[src/rtl/control_corrimiento.sv]
// control_corrimiento: sequential shift unit, one bit position per clock,
// valid/ready on both sides. Define CORRIMIENTO_FLAGS_EN to add Z/C flags.
module control_corrimiento #(
    parameter int N  = 4,
    parameter int DW = $clog2(N)
) (
    input  logic          clk,
    input  logic          rst_n,
    input  logic          in_valid,
    output logic          in_ready,
    input  logic [N-1:0]  F,
    input  logic [2:0]    H,
    input  logic [DW-1:0] D,
    output logic          out_valid,
    input  logic          out_ready,
    output logic [N-1:0]  S,
`ifdef CORRIMIENTO_FLAGS_EN
    output logic          Z,
    output logic          C,
`endif
    output logic          busy
);

    localparam logic [2:0] OP_PASS = 3'b000;
    localparam logic [2:0] OP_SHL  = 3'b001;
    localparam logic [2:0] OP_SHR  = 3'b010;
    localparam logic [2:0] OP_ZERO = 3'b011;
    localparam logic [2:0] OP_ROL  = 3'b100;
    localparam logic [2:0] OP_ROR  = 3'b101;
    localparam logic [2:0] OP_ASL  = 3'b110;
    localparam logic [2:0] OP_ASR  = 3'b111;

    typedef enum logic [1:0] {
        IDLE  = 2'b00,
        SHIFT = 2'b01,
        DONE  = 2'b10
    } state_t;

    state_t          state;
    state_t          state_next;
    logic [N-1:0]    acc;
    logic [N-1:0]    step_acc;
    logic [2:0]      op;
    logic [DW-1:0]   cnt;
    logic            accept;
    logic            trivial;
    logic            last_step;

    assign accept    = in_valid && (state == IDLE);
    assign trivial   = (H == OP_PASS) || (H == OP_ZERO) || (D == '0);
    assign last_step = (cnt == DW'(1));

    // State register
    always_ff @(posedge clk) begin
        if (!rst_n) begin
            state <= IDLE;
        end else begin
            state <= state_next;
        end
    end

    // Next-state selection
    always_comb begin
        state_next = state;
        case (state)
            IDLE: begin
                if (in_valid) begin
                    state_next = trivial ? DONE : SHIFT;
                end
            end
            SHIFT: begin
                if (last_step) begin
                    state_next = DONE;
                end
            end
            DONE: begin
                if (out_ready) begin
                    state_next = IDLE;
                end
            end
            default: state_next = IDLE;
        endcase
    end

    // Handshake and status outputs decoded from the state
    always_comb begin
        in_ready  = 1'b0;
        out_valid = 1'b0;
        busy      = 1'b1;
        case (state)
            IDLE: begin
                in_ready = 1'b1;
                busy     = 1'b0;
            end
            DONE: begin
                out_valid = 1'b1;
            end
            default: begin
                in_ready  = 1'b0;
                out_valid = 1'b0;
            end
        endcase
    end

    // One single-bit step of the latched operation
    always_comb begin
        step_acc = acc;
        case (op)
            OP_SHL:  step_acc = {acc[N-2:0], 1'b0};
            OP_SHR:  step_acc = {1'b0, acc[N-1:1]};
            OP_ROL:  step_acc = {acc[N-2:0], acc[N-1]};
            OP_ROR:  step_acc = {acc[0], acc[N-1:1]};
            OP_ASL:  step_acc = {acc[N-1], acc[N-3:0], 1'b0};
            OP_ASR:  step_acc = {acc[N-1], acc[N-1:1]};
            default: step_acc = acc;
        endcase
    end

    // Accumulator, latched op and remaining-step counter
    always_ff @(posedge clk) begin
        if (!rst_n) begin
            acc <= '0;
            op  <= OP_PASS;
            cnt <= '0;
        end else begin
            case (state)
                IDLE: begin
                    if (accept) begin
                        acc <= (H == OP_ZERO) ? '0 : F;
                        op  <= H;
                        cnt <= D;
                    end
                end
                SHIFT: begin
                    acc <= step_acc;
                    cnt <= cnt - DW'(1);
                end
                default: begin
                    acc <= acc;
                end
            endcase
        end
    end

    assign S = acc;

`ifdef CORRIMIENTO_FLAGS_EN
    logic step_c;
    logic c_q;

    // Bit that leaves the word on the current step
    always_comb begin
        step_c = 1'b0;
        case (op)
            OP_SHL:  step_c = acc[N-1];
            OP_SHR:  step_c = acc[0];
            OP_ROL:  step_c = acc[N-1];
            OP_ROR:  step_c = acc[0];
            OP_ASL:  step_c = acc[N-2];
            OP_ASR:  step_c = acc[0];
            default: step_c = 1'b0;
        endcase
    end

    // Carry flag: cleared on accept, follows each step
    always_ff @(posedge clk) begin
        if (!rst_n) begin
            c_q <= 1'b0;
        end else if (accept) begin
            c_q <= 1'b0;
        end else if (state == SHIFT) begin
            c_q <= step_c;
        end
    end

    assign C = c_q;
    assign Z = (acc == '0);
`endif

endmodule
[config.mk]
export PLATFORM = sky130hd
export DESIGN_NAME = control_corrimiento
export DESIGN_NICKNAME = d
export VERILOG_FILES = /design/src/rtl/control_corrimiento.sv
export SDC_FILE = /design/constraint.sdc
export NUM_CORES = 1
export LEC_CHECK = 0
export CAP_MARGIN = 20
export CELL_PAD_IN_SITES_DETAIL_PLACEMENT = 0
export CELL_PAD_IN_SITES_GLOBAL_PLACEMENT = 1
export CORE_MARGIN = 2
export CORE_UTILIZATION = 25
export CTS_CLUSTER_SIZE = 24
export DETAILED_ROUTE_END_ITERATION = 16
export PLACE_DENSITY_LB_ADDON = 0.1
export SLEW_MARGIN = 40
export SYNTH_ARGS = -nofsm -noshare
export SYNTH_HDL_FRONTEND = slang
export SYNTH_SLANG_ARGS = --single-unit
[constraint.sdc]
create_clock -name clk -period 1.45 [get_ports clk]
set_input_delay 0.145 -clock clk [delete_from_list [all_inputs] [get_ports clk]]
set_output_delay 0.145 -clock clk [all_outputs]
set_load 0.005 [all_outputs]
==> summary.md, run 1 <==
| Metric | Value |
|---|---|
| Status | `finished clean` |
| Port-buffer cells | `19` |
| Clk slew on worst S/H paths | `0.08 ns` |
| WP data arrival | `1.24 ns` |
| #FFs+latches synth | `11` |
| Syn avg cell area | `8.21 um2` |
| Final period utilization | `0.955` |
| WL/cell | `13.0 um` |
| Hold Path Class | `input pin to flop` |
| FF-to-FF path depth | `6` |
| Detailed-placement wirelength estimate | `1580 um` |
| Largest net degree at the start of global routing | `12` |
| Root Driver | `clkbuf_4` |
| Critical R2R Launch | `state[1]` |
| CP startpoint kind | `flop` |
| Max-cap violations | `0` |
| Vias/cell | `5.10` |
| TritonCTS clock tree | `done` |
| Syn Nets | `105` |
| Yosys cell types | `36` |
| Layout Cells excl Fill | `154` |
| Synth Cell Area | `747 um2` |
| Slew margin rel. | `0.775` |
| Most frequent cells in the layout | `15 x clkdlybuf4s50_1, 14 x buf_4, 7 x a31oi_1, 7 x a21oi_1` |
| Starting Density | `0.266` |
| DRT iter0 DRCs | `28` |
| Final WS setup | `0.0655 ns` |
| DP Area | `0.00103 mm2` |
| Fin crit period | `1.38 ns` |
| TritonCTS Buffers | `3` |
| Reg2reg setup slack | `0.09 ns` |
| Hold Fails Final Rpt | `0` |
| Placer Congestion | `0.715` |
| Die H | `58.7 um` |
| Global Route Usage Sum | `0.131` |
| Final instance area | `0.00111 mm2` |
| Share of cells above drive strength 1 | `0.276` |
| Area Growth Syn to Fin | `48.2%` |
| WS Path Type | `flop to output port` |
| Clk buf depth | `2` |
| Dpl ws | `-0.0217 ns` |
| Maximum clock frequency | `722 MHz` |
| VDD IR max | `0.311 mV` |
| Final Skew | `0.00806 ns` |
| Sink Count | `11` |
| Vias | `785` |
| Final ANT Viol Nets | `0` |
| Total Nets Final | `138` |
| Endpoint, Worst Hold | `S[1]` |
| Wire length of the first global-routing pass | `3330 um` |
| Commonest non-fill, non-tap cell in the layout | `clkdlybuf4s50_1` |
| Endpoint type of the worst setup path | `output port` |
| Vias in the first global route | `735` |
| H-tree depth | `1` |
| Static leakage | `0.448 nW` |
| I/O Pins | `20` |
| Die area | `0.00344 mm2` |
| Slew Limit Fails | `0` |
| Final setup viols | `0` |
| Core Footprint | `0.00281 mm2` |
| Sequential share of the synthesized area | `0.295` |
| # diodes | `0` |
| Synthesis warning total | `0` |
| Drt first pass iters | `4` |
| Cell count of the worst hold path | `3` |
| Reg2Reg Capture Point | `S[1]` |
| Hold Startpoint | `F[1]` |
| Worst slew pin tran | `0.336 ns` |
| CP Data Required Time | `1.31 ns` |
| Synth Instances | `91` |
| Initial antenna violation count | `0` |
| Final WL | `2010 um` |
| FP Rows | `19` |
| Largest fanout on the critical path | `5` |
| Hold buffer count at CTS | `0` |
| Chip Width | `58.7 um` |
| TNS Setup | `0 ns` |
| DRC | `0` |
| Placed Cells | `148` |
| Power Density | `888 mW/mm2` |
| Worst-Skew Late Latency | `0.28 ns` |
| RSZ-0062 raised after global routing | `true` |
| Gr ovfl total | `0` |
[report_power, final]
group | switching, mW | total [mW] | internal, mW | leakage, nW
clock | 0.118 | 0.220 | 0.102 | 0.0177
sequential | 0.0338 | 0.376 | 0.342 | 0.0930
combinational | 0.167 | 0.388 | 0.221 | 0.337
total | 0.318 | 0.983 | 0.665 | 0.448
[per-layer routing]
metal,share of wire,routed length (um),vias to the layer above,global-route usage
met5,0,0,-,0
met1,0.50,1000,364,0.183
li1,-,-,397,-
met2,0.43,856,19,0.181
met3,0.051,102,5,0.0308
met4,0.023,46,0,0.0779
[repair_timing]
| item | 4_1_cts | 5_1_grt |
|---|---|---|
| hold endpoints to repair | 0 | 0 |
| endpoints found under the setup margin | 3 | 6 |
| resized for setup | 6 | 9 |
| buffers inserted | 2 | 0 |
[cell usage after synthesis, drive strengths merged]
cell type,n,share of area
a21oi,8,0.059
a2bb2oi,1,0.012
a311o,1,0.013
a31o,1,0.012
a31oi,8,0.075
and2,1,0.0084
buf,3,0.032
clkbuf,2,0.010
dfxtp,11,0.29
ha,1,0.017
inv,5,0.025
mux2,2,0.030
mux2i,3,0.040
nand2,3,0.015
nand2b,6,0.054
nand3,4,0.027
nand3b,2,0.020
nor2,4,0.020
nor2b,6,0.050
nor3b,1,0.017
o211a,1,0.013
o211ai,1,0.010
o21ai,7,0.047
o21bai,1,0.010
o22ai,1,0.0084
o31ai,1,0.010
or2,1,0.0084
or3,1,0.0084
or4bb,2,0.030
xnor2,1,0.012
xor2,1,0.012
[per-stage QoR]
step           hold WS, ns  utilization  power, mW
6_report             0.453        0.395      0.983
5_1_grt              0.453        0.395       1.06
4_1_cts              0.448        0.384      0.981
3_5_place_dp         0.546        0.369      0.751
3_3_place_gp         0.539        0.369      0.755
2_1_floorplan        0.299            -      0.575
[final cells by class]
cell class	count	area (um2)
inverters	5	18.8
well taps	31	38.8
clock buffers	3	22.5
fillers	307	1700
repair buffers	33	294
multi-input cells	70	500
flip-flops and latches	11	228
clock inverters	1	5.00
[sequential cells by signal, indices dropped and copies added (netlist names)]
name and count:
S 4, state 2, cnt 2, op 3
[worst max-delay path: stages, from the launching register on]
cell and delay (ns):
dfxtp_1 0.34, buf_4 0.13, clkdlybuf4s50_1 0.49
[kinds of logic (layout without fill, tap and decap cells)]
group           count (synthesis)  after routing  synth area share
buf+inv                        10             42            0.0670
fa+ha+maj                       1              1            0.0167
xor+xnor                        2              2            0.0235
mux                             5              5            0.0704
simple gates                   31             31             0.258
flops                          11             11             0.295
compound gates                 31             31             0.270
[worst max path at each step]
| stage | cells after the start | from | end |
|---|---|---|---|
| 2_1_floorplan | 5 | op[2] | S[0] |
| 3_3_place_gp | 5 | in_valid | S[2] |
| 3_5_place_dp | 5 | in_valid | S[2] |
| 4_1_cts | 6 | state[1] | S[1] |
| 5_1_grt | 2 | S[1] | S[1] |
| 6_report | 2 | S[1] | S[1] |
Power figures use the tool's default switching activity.
==> run 2, diff against run 1 <==
Settings changed: ABC_AREA set to 1.
==> run 2 against run 1 <==
  * Non-clock buffer count fell by 13
  * Setup slack better by 0.051 ns
  * Routed wire length decreased by 10%
  * Utilization down 3.4 points
  * First-iteration DRC count shrank 61%
  * Sequential share of layout area rose by 1.9 points
  * Critical path type unchanged
==> summary.md, run 2 <==
| Metric | Value |
|---|---|
| Status | `finished clean (unchanged)` |
| Port-buffer cells | `19 (unchanged)` |
| Clk buf depth | `2 (unchanged)` |
| Largest fanout on the critical path | `4 (was 5)` |
| Bufs and invs on worst path | `1 (was 2)` |
| TNS Setup | `0 ns (unchanged)` |
| TritonCTS Buffers | `3 (unchanged)` |
| CP startpoint kind | `flop (unchanged)` |
| Core Footprint | `0.00278 mm2 (was 0.00281 mm2)` |
| Total Nets Final | `156 (was 138)` |
| Final WL | `1800 um (was 2010 um)` |
| Slowest CP cell | `clkdlybuf4s50_1 (unchanged)` |
| Chip Width | `58.3 um (was 58.7 um)` |
| DP Area | `962 um2 (was 0.00103 mm2)` |
| Placer Congestion | `0.732 (was 0.715)` |
| Most frequent cells in the layout | `38 x nand2_1, 16 x clkdlybuf4s50_1, 14 x inv_1 (was 15 x clkdlybuf4s50_1, 14 x buf_4, 7 x a31oi_1, 7 x a21oi_1)` |
| Max-cap violations | `0 (unchanged)` |
| Power Density | `1480 mW/mm2 (was 888 mW/mm2)` |
| I/O Pins | `20 (unchanged)` |
| Yosys cell types | `21 (was 36)` |
| Vias | `760 (was 785)` |
| Area Growth Syn to Fin | `36.1% (was 48.2%)` |
| Synth Instances | `118 (was 91)` |
| Worst-Skew Late Latency | `0.27 ns (was 0.28 ns)` |
| Largest net degree at the start of global routing | `10 (was 12)` |
| Commonest non-fill, non-tap cell in the layout | `nand2_1 (was clkdlybuf4s50_1)` |
| Root Driver | `clkbuf_4 (unchanged)` |
| Synth Cell Area | `738 um2 (was 747 um2)` |
| Gr ovfl total | `0 (unchanged)` |
| DRC | `0 (unchanged)` |
| DRT iter0 DRCs | `11 (was 28)` |
| FP Rows | `19 (unchanged)` |
| Initial antenna violation count | `0 (unchanged)` |
| CP peak stage delay | `0.52 ns (was 0.49 ns)` |
| Global Route Usage Sum | `0.118 (was 0.131)` |
| Largest cells by area after synthesis | `dfxtp_1 30%, nand2_1 19%, inv_1 7.1%, nand3_1 6.1%, nor2_1 5.6% (was dfxtp_1 29%, a31oi_1 5.9%, nor2b_1 5.0%, a21oi_1 4.7%, o21ai_0 4.7%)` |
| Worst slew pin tran | `0.297 ns (was 0.336 ns)` |
| Hold Fails Final Rpt | `0 (unchanged)` |
| Final instance area | `0.00100 mm2 (was 0.00111 mm2)` |
| TritonCTS clock tree | `done (unchanged)` |
| Wire length of the first global-routing pass | `3030 um (was 3330 um)` |
| Clk slew on worst S/H paths | `0.08 ns (about the same)` |
| Detailed-placement wirelength estimate | `1470 um (was 1580 um)` |
| # diodes | `0 (unchanged)` |
| Die area | `0.00340 mm2 (was 0.00344 mm2)` |
| WP data arrival | `1.19 ns (was 1.24 ns)` |
| Final period utilization | `0.919 (was 0.955)` |
| Vias/cell | `4.42 (was 5.10)` |
| Synthesis warning total | `0 (unchanged)` |
| Syn Nets | `132 (was 105)` |
| Share of cells above drive strength 1 | `0.149 (was 0.276)` |
| Largest area contributor in the netlist | `dfxtp_1 (unchanged)` |
| H-tree depth | `1 (unchanged)` |
| Hold buffer count at CTS | `0 (unchanged)` |
| Max FFs per register | `4 (unchanged)` |
| Endpoint type of the worst setup path | `output port (unchanged)` |
| Final setup viols | `0 (unchanged)` |
| Delay-heaviest family, CP | `buffers and inverters (unchanged)` |
| CP Data Required Time | `1.31 ns (about the same)` |
| Final WS setup | `0.117 ns (was 0.0655 ns)` |
| Sink Count | `11 (unchanged)` |
| Dpl ws | `0.113 ns (was -0.0217 ns)` |
| Final Skew | `0.00147 ns (was 0.00806 ns)` |
| Slew Limit Fails | `0 (unchanged)` |
| Post-synth EDFFs | `0 (unchanged)` |
| Maximum clock frequency | `750 MHz (was 722 MHz)` |
| Syn avg cell area | `6.26 um2 (was 8.21 um2)` |
| Post-synth ARST share | `0 (unchanged)` |
| Most common cell in the synthesized netlist | `nand2_1 (was dfxtp_1)` |
| VDD IR max | `0.586 mV (was 0.311 mV)` |
| RSZ-0062 raised after global routing | `false (was true)` |
| WS Path Type | `flop to output port (unchanged)` |
| Static leakage | `0.478 nW (was 0.448 nW)` |
| Sequential share of the synthesized area | `0.298 (was 0.295)` |
| Starting Density | `0.265 (was 0.266)` |
| Main synth FF type | `dfxtp_1 (unchanged)` |
| Fin crit period | `1.33 ns (was 1.38 ns)` |
| Critical path cell sequence | `clkdlybuf4s50_1 (was buf_4 -> clkdlybuf4s50_1)` |
| Final ANT Viol Nets | `0 (unchanged)` |
| Hold Path Class | `input pin to flop (unchanged)` |
| Share of the synthesized area in the top cell type | `0.298 (was 0.295)` |
| #FFs+latches synth | `11 (unchanged)` |
| Slew margin rel. | `0.801 (was 0.775)` |
| Die H | `58.3 um (was 58.7 um)` |
| Commonest cells in the synthesized netlist | `38 x nand2_1, 14 x inv_1, 11 x dfxtp_1, 11 x nor2_1, 9 x nand3_1 (was 11 x dfxtp_1, 7 x a21oi_1, 7 x a31oi_1, 7 x o21ai_0, 6 x nor2b_1)` |
| Drt first pass iters | `4 (unchanged)` |
| WL/cell | `10.5 um (was 13.0 um)` |
| Vias in the first global route | `703 (was 735)` |
## run 2: metal layers
metal,global-route usage,wire length [um],up-vias
li1,-,-,420
met1,0.147,863,330
met2,0.199,873,8
met3,0.0198,51,2
met4,0.0498,11,0
met5,0,0,-
## run 2: what timing repair did
action / CTS / global route
pin swaps: 1 / 0
buffers inserted: 1 / 0
gates resized for setup: 4 / 2
cloned: 0 / 0
hold endpoints to repair: 0 / 0
endpoints found under the setup margin: 3 / 2
## run 2: worst register-to-register path: stages, from the launching register on
cell and delay [ns]:
dfxtp_4 0.37, nor2_4 0.12, buf_4 0.13, nand2_4 0.08, nand2_4 0.10, nand2_2 0.10
nor2_1 0.13, a21oi_2 0.06
## run 2: cells by family after synthesis
group / after synthesis / share of synthesized area
adders and majority gates: 1 / 0.0169
DFF: 11 / 0.298
xor gates and xnor gates: 1 / 0.0119
AOI/OAI and AO/OA: 19 / 0.144
and+or+nand+nor: 68 / 0.432
buffers and inverters: 18 / 0.0966
## run 2: where the power goes
part           internal [mW]  switching [mW]
clock network          0.106           0.111
registers              0.398          0.0998
logic                  0.360           0.413
total                  0.864           0.624
## run 2: worst paths after layout
check / start / to / slack, ns / cells past startpoint
worst max-delay path: S[2] / S[2] / 0.12 / 1
worst max register to register: state[0] / S[0] / 0.27 / 7
worst min-delay path: D[1] / cnt[1] / 0.48 / 3
worst min register to register: cnt[0] / cnt[0] / 0.49 / 2
## run 2: stage by stage
step / power, mW / std cells / utilization / hold slack, ns
2_1_floorplan: 0.989 / 118 / - / 0.305
3_3_place_gp: 1.28 / 167 / 0.346 / 0.484
3_5_place_dp: 1.28 / 167 / 0.346 / 0.484
4_1_cts: 1.53 / 172 / 0.359 / 0.479
5_1_grt: 1.65 / 172 / 0.361 / 0.477
6_report: 1.49 / 172 / 0.361 / 0.484
## run 2: area by class of cell
cell class | count | area, um2
clock buffer | 4 | 26.3
fill | 322 | 1780
inverter | 17 | 66.3
timing repair buffer | 20 | 201
tap | 31 | 38.8
sequential | 11 | 225
multi-input combinational | 89 | 447
==> run 3, diff against run 2 <==
Settings changed: CORE_UTILIZATION 25 to 31.
==> run 3 against run 2 <==
  * Sequential share of layout area up 0.14 points
  * Clock-buffer cell count unchanged
  * Setup slack worse by 0.054 ns
  * Register-to-register slack about the same
  * Combinational power grew 2%
==> summary.md, run 3 (synthesized netlist as in run 2, its figures left out) <==
| Metric | Value |
|---|---|
| Critical R2R Launch | `state[0] (unchanged)` |
| Max-cap violations | `0 (unchanged)` |
| Detailed-placement wirelength estimate | `1410 um (was 1470 um)` |
| Sink Count | `11 (unchanged)` |
| Final ANT Viol Nets | `0 (unchanged)` |
| TNS Setup | `0 ns (unchanged)` |
| Slew Limit Fails | `0 (unchanged)` |
| TritonCTS clock tree | `done (unchanged)` |
| H-tree depth | `1 (unchanged)` |
| Switch share | `0.421 (was 0.419)` |
| Die H | `52.8 um (was 58.3 um)` |
| Reg area | `225 um2 (unchanged)` |
| WP data arrival | `1.24 ns (was 1.19 ns)` |
| Slew margin rel. | `0.791 (was 0.801)` |
| Reg2reg setup slack | `0.26 ns (was 0.27 ns)` |
| Status | `finished clean (unchanged)` |
| Final WS setup | `0.0633 ns (was 0.117 ns)` |
| Layout Cells excl Fill | `169 (was 172)` |
| Core Footprint | `0.00223 mm2 (was 0.00278 mm2)` |
| Vias in the first global route | `724 (was 703)` |
| FP Rows | `17 (was 19)` |
| Dpl ws | `0.128 ns (was 0.113 ns)` |
| CP startpoint kind | `flop (unchanged)` |
| Port-buffer cells | `19 (unchanged)` |
| Final period utilization | `0.956 (was 0.919)` |
| Hold slack | `0.478 ns (was 0.484 ns)` |
| RSZ-0062 raised after global routing | `false (unchanged)` |
| Die area | `0.00279 mm2 (was 0.00340 mm2)` |
| Comb pwr share | `0.525 (was 0.519)` |
| Util after Layout | `0.447 (was 0.361)` |
| Final WL | `1780 um (was 1800 um)` |
| Vias/cell | `4.61 (was 4.42)` |
| Clk slew on worst S/H paths | `0.07 ns (was 0.08 ns)` |
| Total Nets Final | `156 (unchanged)` |
| Endpoint type of the worst setup path | `output port (unchanged)` |
| Worst slew pin tran | `0.313 ns (was 0.297 ns)` |
| I/O Pins | `20 (unchanged)` |
| Area Growth Syn to Fin | `35.3% (was 36.1%)` |
| Wire length of the first global-routing pass | `3080 um (was 3030 um)` |
| # diodes | `0 (unchanged)` |
| Vias | `779 (was 760)` |
| Hold Path Class | `input pin to flop (unchanged)` |
| Static leakage | `0.462 nW (was 0.478 nW)` |
| TritonCTS Buffers | `3 (unchanged)` |
| Commonest non-fill, non-tap cell in the layout | `nand2_1 (unchanged)` |
| Part of the power in registers | `0.331 (was 0.335)` |
| Fill count | `256 (was 322)` |
| Global Route Usage Sum | `0.155 (was 0.118)` |
| Final setup viols | `0 (unchanged)` |
| Switching power | `631 uW (was 624 uW)` |
| Worst-Skew Late Latency | `0.27 ns (about the same)` |
| Hold Startpoint | `D[1] (unchanged)` |
| Hold buffer count at CTS | `0 (unchanged)` |
| Gr ovfl total | `0 (unchanged)` |
| WS Path Type | `flop to output port (unchanged)` |
| Root Driver | `clkbuf_4 (unchanged)` |
| Worst setup path start | `state[0] (was S[2])` |
| Multi-input logic area | `447 um2 (unchanged)` |
| Hold Fails Final Rpt | `0 (unchanged)` |
| Share of cells above drive strength 1 | `0.156 (was 0.149)` |
| Design Power | `1.50 mW (was 1.49 mW)` |
| Fin crit period | `1.39 ns (was 1.33 ns)` |
| Maximum clock frequency | `721 MHz (was 750 MHz)` |
| DP Area | `958 um2 (was 962 um2)` |
| CP Data Required Time | `1.31 ns (about the same)` |
| Max FFs per register | `4 (unchanged)` |
| Clk buf depth | `2 (unchanged)` |
| Power Density | `1500 mW/mm2 (was 1480 mW/mm2)` |
| DRT iter0 DRCs | `7 (was 11)` |
| Largest fanout on the critical path | `3 (was 4)` |
| WL/cell | `10.5 um (about the same)` |
| Starting Density | `0.331 (was 0.265)` |
| Largest net degree at the start of global routing | `10 (unchanged)` |
| Placed Cells | `164 (was 167)` |
| DRC | `0 (unchanged)` |
| Final instance area | `998 um2 (was 0.00100 mm2)` |
| Placer Congestion | `0.747 (was 0.732)` |
| Initial antenna violation count | `0 (unchanged)` |
| Final Skew | `0.000234 ns (was 0.00147 ns)` |
| Clk network pwr share | `0.144 (was 0.146)` |
| Most frequent cells in the layout | `38 x nand2_1, 17 x clkdlybuf4s50_1, 13 x inv_1 (was 38 x nand2_1, 16 x clkdlybuf4s50_1, 14 x inv_1)` |
| VDD IR max | `0.690 mV (was 0.586 mV)` |
| Drt first pass iters | `4 (unchanged)` |
| P_int | `869 uW (was 864 uW)` |
| Chip Width | `52.8 um (was 58.3 um)` |
## run 3: cell count changes in the layout (fill, tap and decap cells not counted)
cell	delta
clkdlybuf4s50_1	+1
dlymetal6s2s_1	-1
inv_1	-1
inv_2	+1
## run 3: power by group through the flow
stage / combinational, mW / sequential, mW / clock, mW
6_report: 0.787 / 0.497 / 0.216
5_1_grt: 0.909 / 0.509 / 0.240
3_3_place_gp: 0.774 / 0.496 / 0
3_5_place_dp: 0.775 / 0.497 / 0
2_1_floorplan: 0.507 / 0.482 / 0
4_1_cts: 0.794 / 0.497 / 0.226
## run 3: cell type report
type | count | area share
clock buffers | 4 | 0.0263
repair buffers | 20 | 0.199
inverters | 17 | 0.0664
multi-input cells | 89 | 0.447
well taps | 28 | 0.0351
flip-flops and latches | 11 | 0.226
## run 3: metal layers
layer,global-route usage,share of wire,up-vias
li1,-,-,417
met1,0.196,0.49,347
met2,0.244,0.46,11
met3,0.0257,0.032,4
met4,0.0897,0.018,0
met5,0,0,-
## run 3: repair_timing
action / CTS / global route
gates resized for setup: 4 / 2
setup endpoints to repair: 3 / 2
pin swaps: 1 / 1
buffers inserted: 1 / 0
## run 3: final timing paths
check / depth (start not counted) / endpoint
worst max-delay path: 3 / busy
worst min-delay path: 3 / cnt[1]
worst max register to register: 8 / S[1]
worst min register to register: 2 / cnt[0]
## run 3: worst max-delay path, cell delays in order, from the launching register on
cell and delay, ns:
dfxtp_4 0.38, nor2_4 0.04, inv_2 0.06, clkdlybuf4s50_1 0.49
==> RTL edit 1 (settings of run 2) <==
Build with the macro `CORRIMIENTO_FLAGS_EN` defined.
--- a/src/rtl/control_corrimiento.sv
+++ b/src/rtl/control_corrimiento.sv
@@ -1,4 +1,6 @@
 // control_corrimiento: sequential shift unit, one bit position per clock,
 // valid/ready on both sides. Define CORRIMIENTO_FLAGS_EN to add Z/C flags.
+`define CORRIMIENTO_FLAGS_EN
+
 module control_corrimiento #(
     parameter int N  = 4,
Formal check against the unedited RTL (old outputs only; new: C and Z): equivalent (Yosys induction, for registers that start in step).
==> RTL edit 1 against run 2 <==
Routed wire length up 27%; power shrank 7.1%; first-iteration DRC count grew 110%; design area rose by 13%; worst setup slack lost 68 ps; count of clock-buffer cells in the layout did not move; non-clock buffer count grew 7; sequential cell count rose by 1; die area grew 6.3%; hold slack got worse by 5.8 ps; area after synthesis is 6.8% higher.
==> RTL edit 1: results (changes against run 2) <==
portBuffers: 21  # +2
min_path_type: "reg2reg"
grt_max_degree: 12  # +2
cpPeakStageDelay_ps: 500  # -20 ps
synth.distinct_cells: 24  # +14%
p_leak_nw: 0.514  # +7.6%
post-place-ws_ps: 92.5  # -21.0 ps
fin_cells: 192  # +12%
peakVddDrop_mv: 0.423  # -28%
outcome: "finished, final reports clean"
routedWlPerCell_um: 11.9  # +13%
fin_nets: 163  # +4.5%
grtUsageTotal: 0.135  # +0.0170
viasPerCell: 4.48  # +1.5%
fin_skew_ps: 8.12  # +6.65 ps
drive_gt1_frac: 0.209  # +0.0605
gp_congestion: 0.762  # +4.1%
critPathArrivalTime_ps: 1260  # +70 ps
synth_common_cells: "nand2_1 (36), dfxtp_1 (12), inv_1 (12), nand3_1 (12), a21oi_1 (11)"
dpl_cell_area_um2: 1080  # +12%
dp_hpwl_mm: 1.76  # +19%
synth_area_leaders: "dfxtp_1 (30%), nand2_1 (17%), nand3_1 (7.6%)"
grt_pass1_wl_mm: 3.57  # +18%
synth-seq-area-share: 0.305  # +0.00646
path_max_fanout: 5  # +1
## RTL edit 1: final timing paths
check                            from   end  slack, ps  depth (start not counted)
worst max register to register  op[2]  S[0]        240                          7
worst max-delay path             S[2]  S[2]         50                          2
worst min register to register      C     C        480                          2
worst min-delay path                C     C        480                          2
## RTL edit 1: logic make-up after synthesis
kind of cell	Yosys count	share of synthesized area
DFF	12	0.305
adders and majority gates	1	0.0159
buffers and inverters	17	0.100
AOI/OAI and AO/OA	20	0.146
and+or+nand+nor	68	0.433
## RTL edit 1: what timing repair did
item	in CTS	in global routing
setup buffers	1	0
setup endpoints to repair	5	5
pin swaps	1	0
resized for setup	5	5
gates cloned	0	0
hold buffers	0	0
## RTL edit 1: layer usage
metal,vias up,global-route usage,share of wire
met5,-,0,0
met4,0,0.0571,0.0061
met3,2,0.0195,0.042
met2,24,0.214,0.47
met1,386,0.181,0.48
li1,449,-,-
## RTL edit 1: final cells by class
cell class / instances / area, um2 / share of cell area
repair buffers: 27 / 259 / 0.228
multi-input cells: 89 / 469 / 0.414
clock buffers: 4 / 36.3 / 0.0320
inverters: 16 / 65.1 / 0.0574
flip-flops and latches: 12 / 249 / 0.220
well taps: 44 / 55.1 / 0.0486
## RTL edit 1: tightest hold or removal path, delay by kind of cell (launching register included)
family | cells | cell delay, ps
and+or+nand+nor | 1 | 60
AOI/OAI and AO/OA | 1 | 60
DFF | 1 | 320
## RTL edit 1: power by group
part | internal, mW | leakage, nW | switching [mW]
sequential | 0.396 | 0.101 | 0.0511
combinational | 0.304 | 0.392 | 0.347
clock | 0.153 | 0.0210 | 0.131
total | 0.853 | 0.514 | 0.529
==> RTL edit 2 (flow settings as in run 2) <==
Made on the original files. Encoding of `state_t`: now one-hot (3 bits for 3 states).
--- a/src/rtl/control_corrimiento.sv
+++ b/src/rtl/control_corrimiento.sv
@@ -31,8 +31,8 @@
     localparam logic [2:0] OP_ASR  = 3'b111;
 
-    typedef enum logic [1:0] {
-        IDLE  = 2'b00,
-        SHIFT = 2'b01,
-        DONE  = 2'b10
+    typedef enum logic [2:0] {
+        IDLE  = 3'b001,
+        SHIFT = 3'b010,
+        DONE  = 3'b100
     } state_t;
 
Behaviour: no difference found for any inputs over 10 cycles, from zero or initial values and one cycle with rst_n low; not proved beyond that.
==> RTL edit 2 against run 2 <==
Power rose by 29%; routed wire length up 11%; critical path type is now reg2reg; combinational power up 39%; via count up 15%; area after synthesis rose by 6.9%; critical endpoint is now state[1]; worst setup slack lost 29 ps; clock skew is 0.85 ps higher; sequential cell count up 1; design area is 12% higher; sequential share of layout area decreased by 0.45 points.
==> RTL edit 2: results (changes against run 2) <==
rr_endpoint: "state[1]"
synthAdderAreaFrac: 0.0158  # -0.00110
finalWorstSetupSlack_ps: 87.8  # -29.1 ps
synth.distinct_cells: 22  # +4.8%
slowest_stage: "dfxtp_4"
synth_common_cells: "nand2_1 (31), nor2_1 (17), nand3_1 (16)"
synth_area_leaders: "dfxtp_1 (30%), nand2_1 (15%), nand3_1 (10%)"
drive_gt1_frac: 0.190  # +0.0406
drt_iter0_markers: 24  # +13
min_path_type: "reg2reg"
outcome: "finished, final reports clean"
cts_setup_buffers: 5  # +4
fin_nets: 168  # +7.7%
wl_met2_um: 976  # +12%
worstSetupEndpoint: "state[1]"
fill_cells: 328  # +1.9%
cpPeakStageDelay_ps: 370  # -150 ps
r2r_cells: 10  # +3
dp_hpwl_mm: 1.58  # +7.2%
use_met2: 0.211  # +0.0121
hp-start: "cnt[1]"
grtUsageMet1: 0.153  # +0.00535
wl_met1_um: 927  # +7.4%
peakVddDrop_mv: 0.603  # +3.0%
critPathArrivalTime_ps: 1540  # +350 ps
synth_xor_xnor_area_share: 0  # -0.0119
p_int_mw: 1.11  # +29%
gp_congestion: 0.800  # +9.4%
grt_use_met3: 0.0260  # +0.00619
-- RTL edit 2: cell count changes after synthesis, sizes merged, moves of 2 or more --
cell / change
nand3: +7
nand4: +3
inv: -3
nand3b: +2
a21oi: -2
nor2: +5
nand2: -6
-- RTL edit 2: area by class of cell --
type                    count  area share
inverters                  14      0.0513
flip-flops and latches     12       0.220
clock buffers               4      0.0323
repair buffers             26       0.216
well taps                  44      0.0491
multi-input cells          97       0.431
-- RTL edit 2: tightest hold or removal path, cell delays in order (launching register included) --
cell	delay [ps]
dfxtp_1	300
inv_1	60
a21oi_1	60
-- RTL edit 2: per-stage QoR --
step	hold slack, ps	power (mW)	util	std cells
after floorplan	283	1.23	-	125
after global placement	460	1.58	0.341	188
after detailed placement	451	1.57	0.341	188
after CTS	464	1.94	0.366	197
after global routing	500	2.13	0.371	197
final	461	1.92	0.371	197
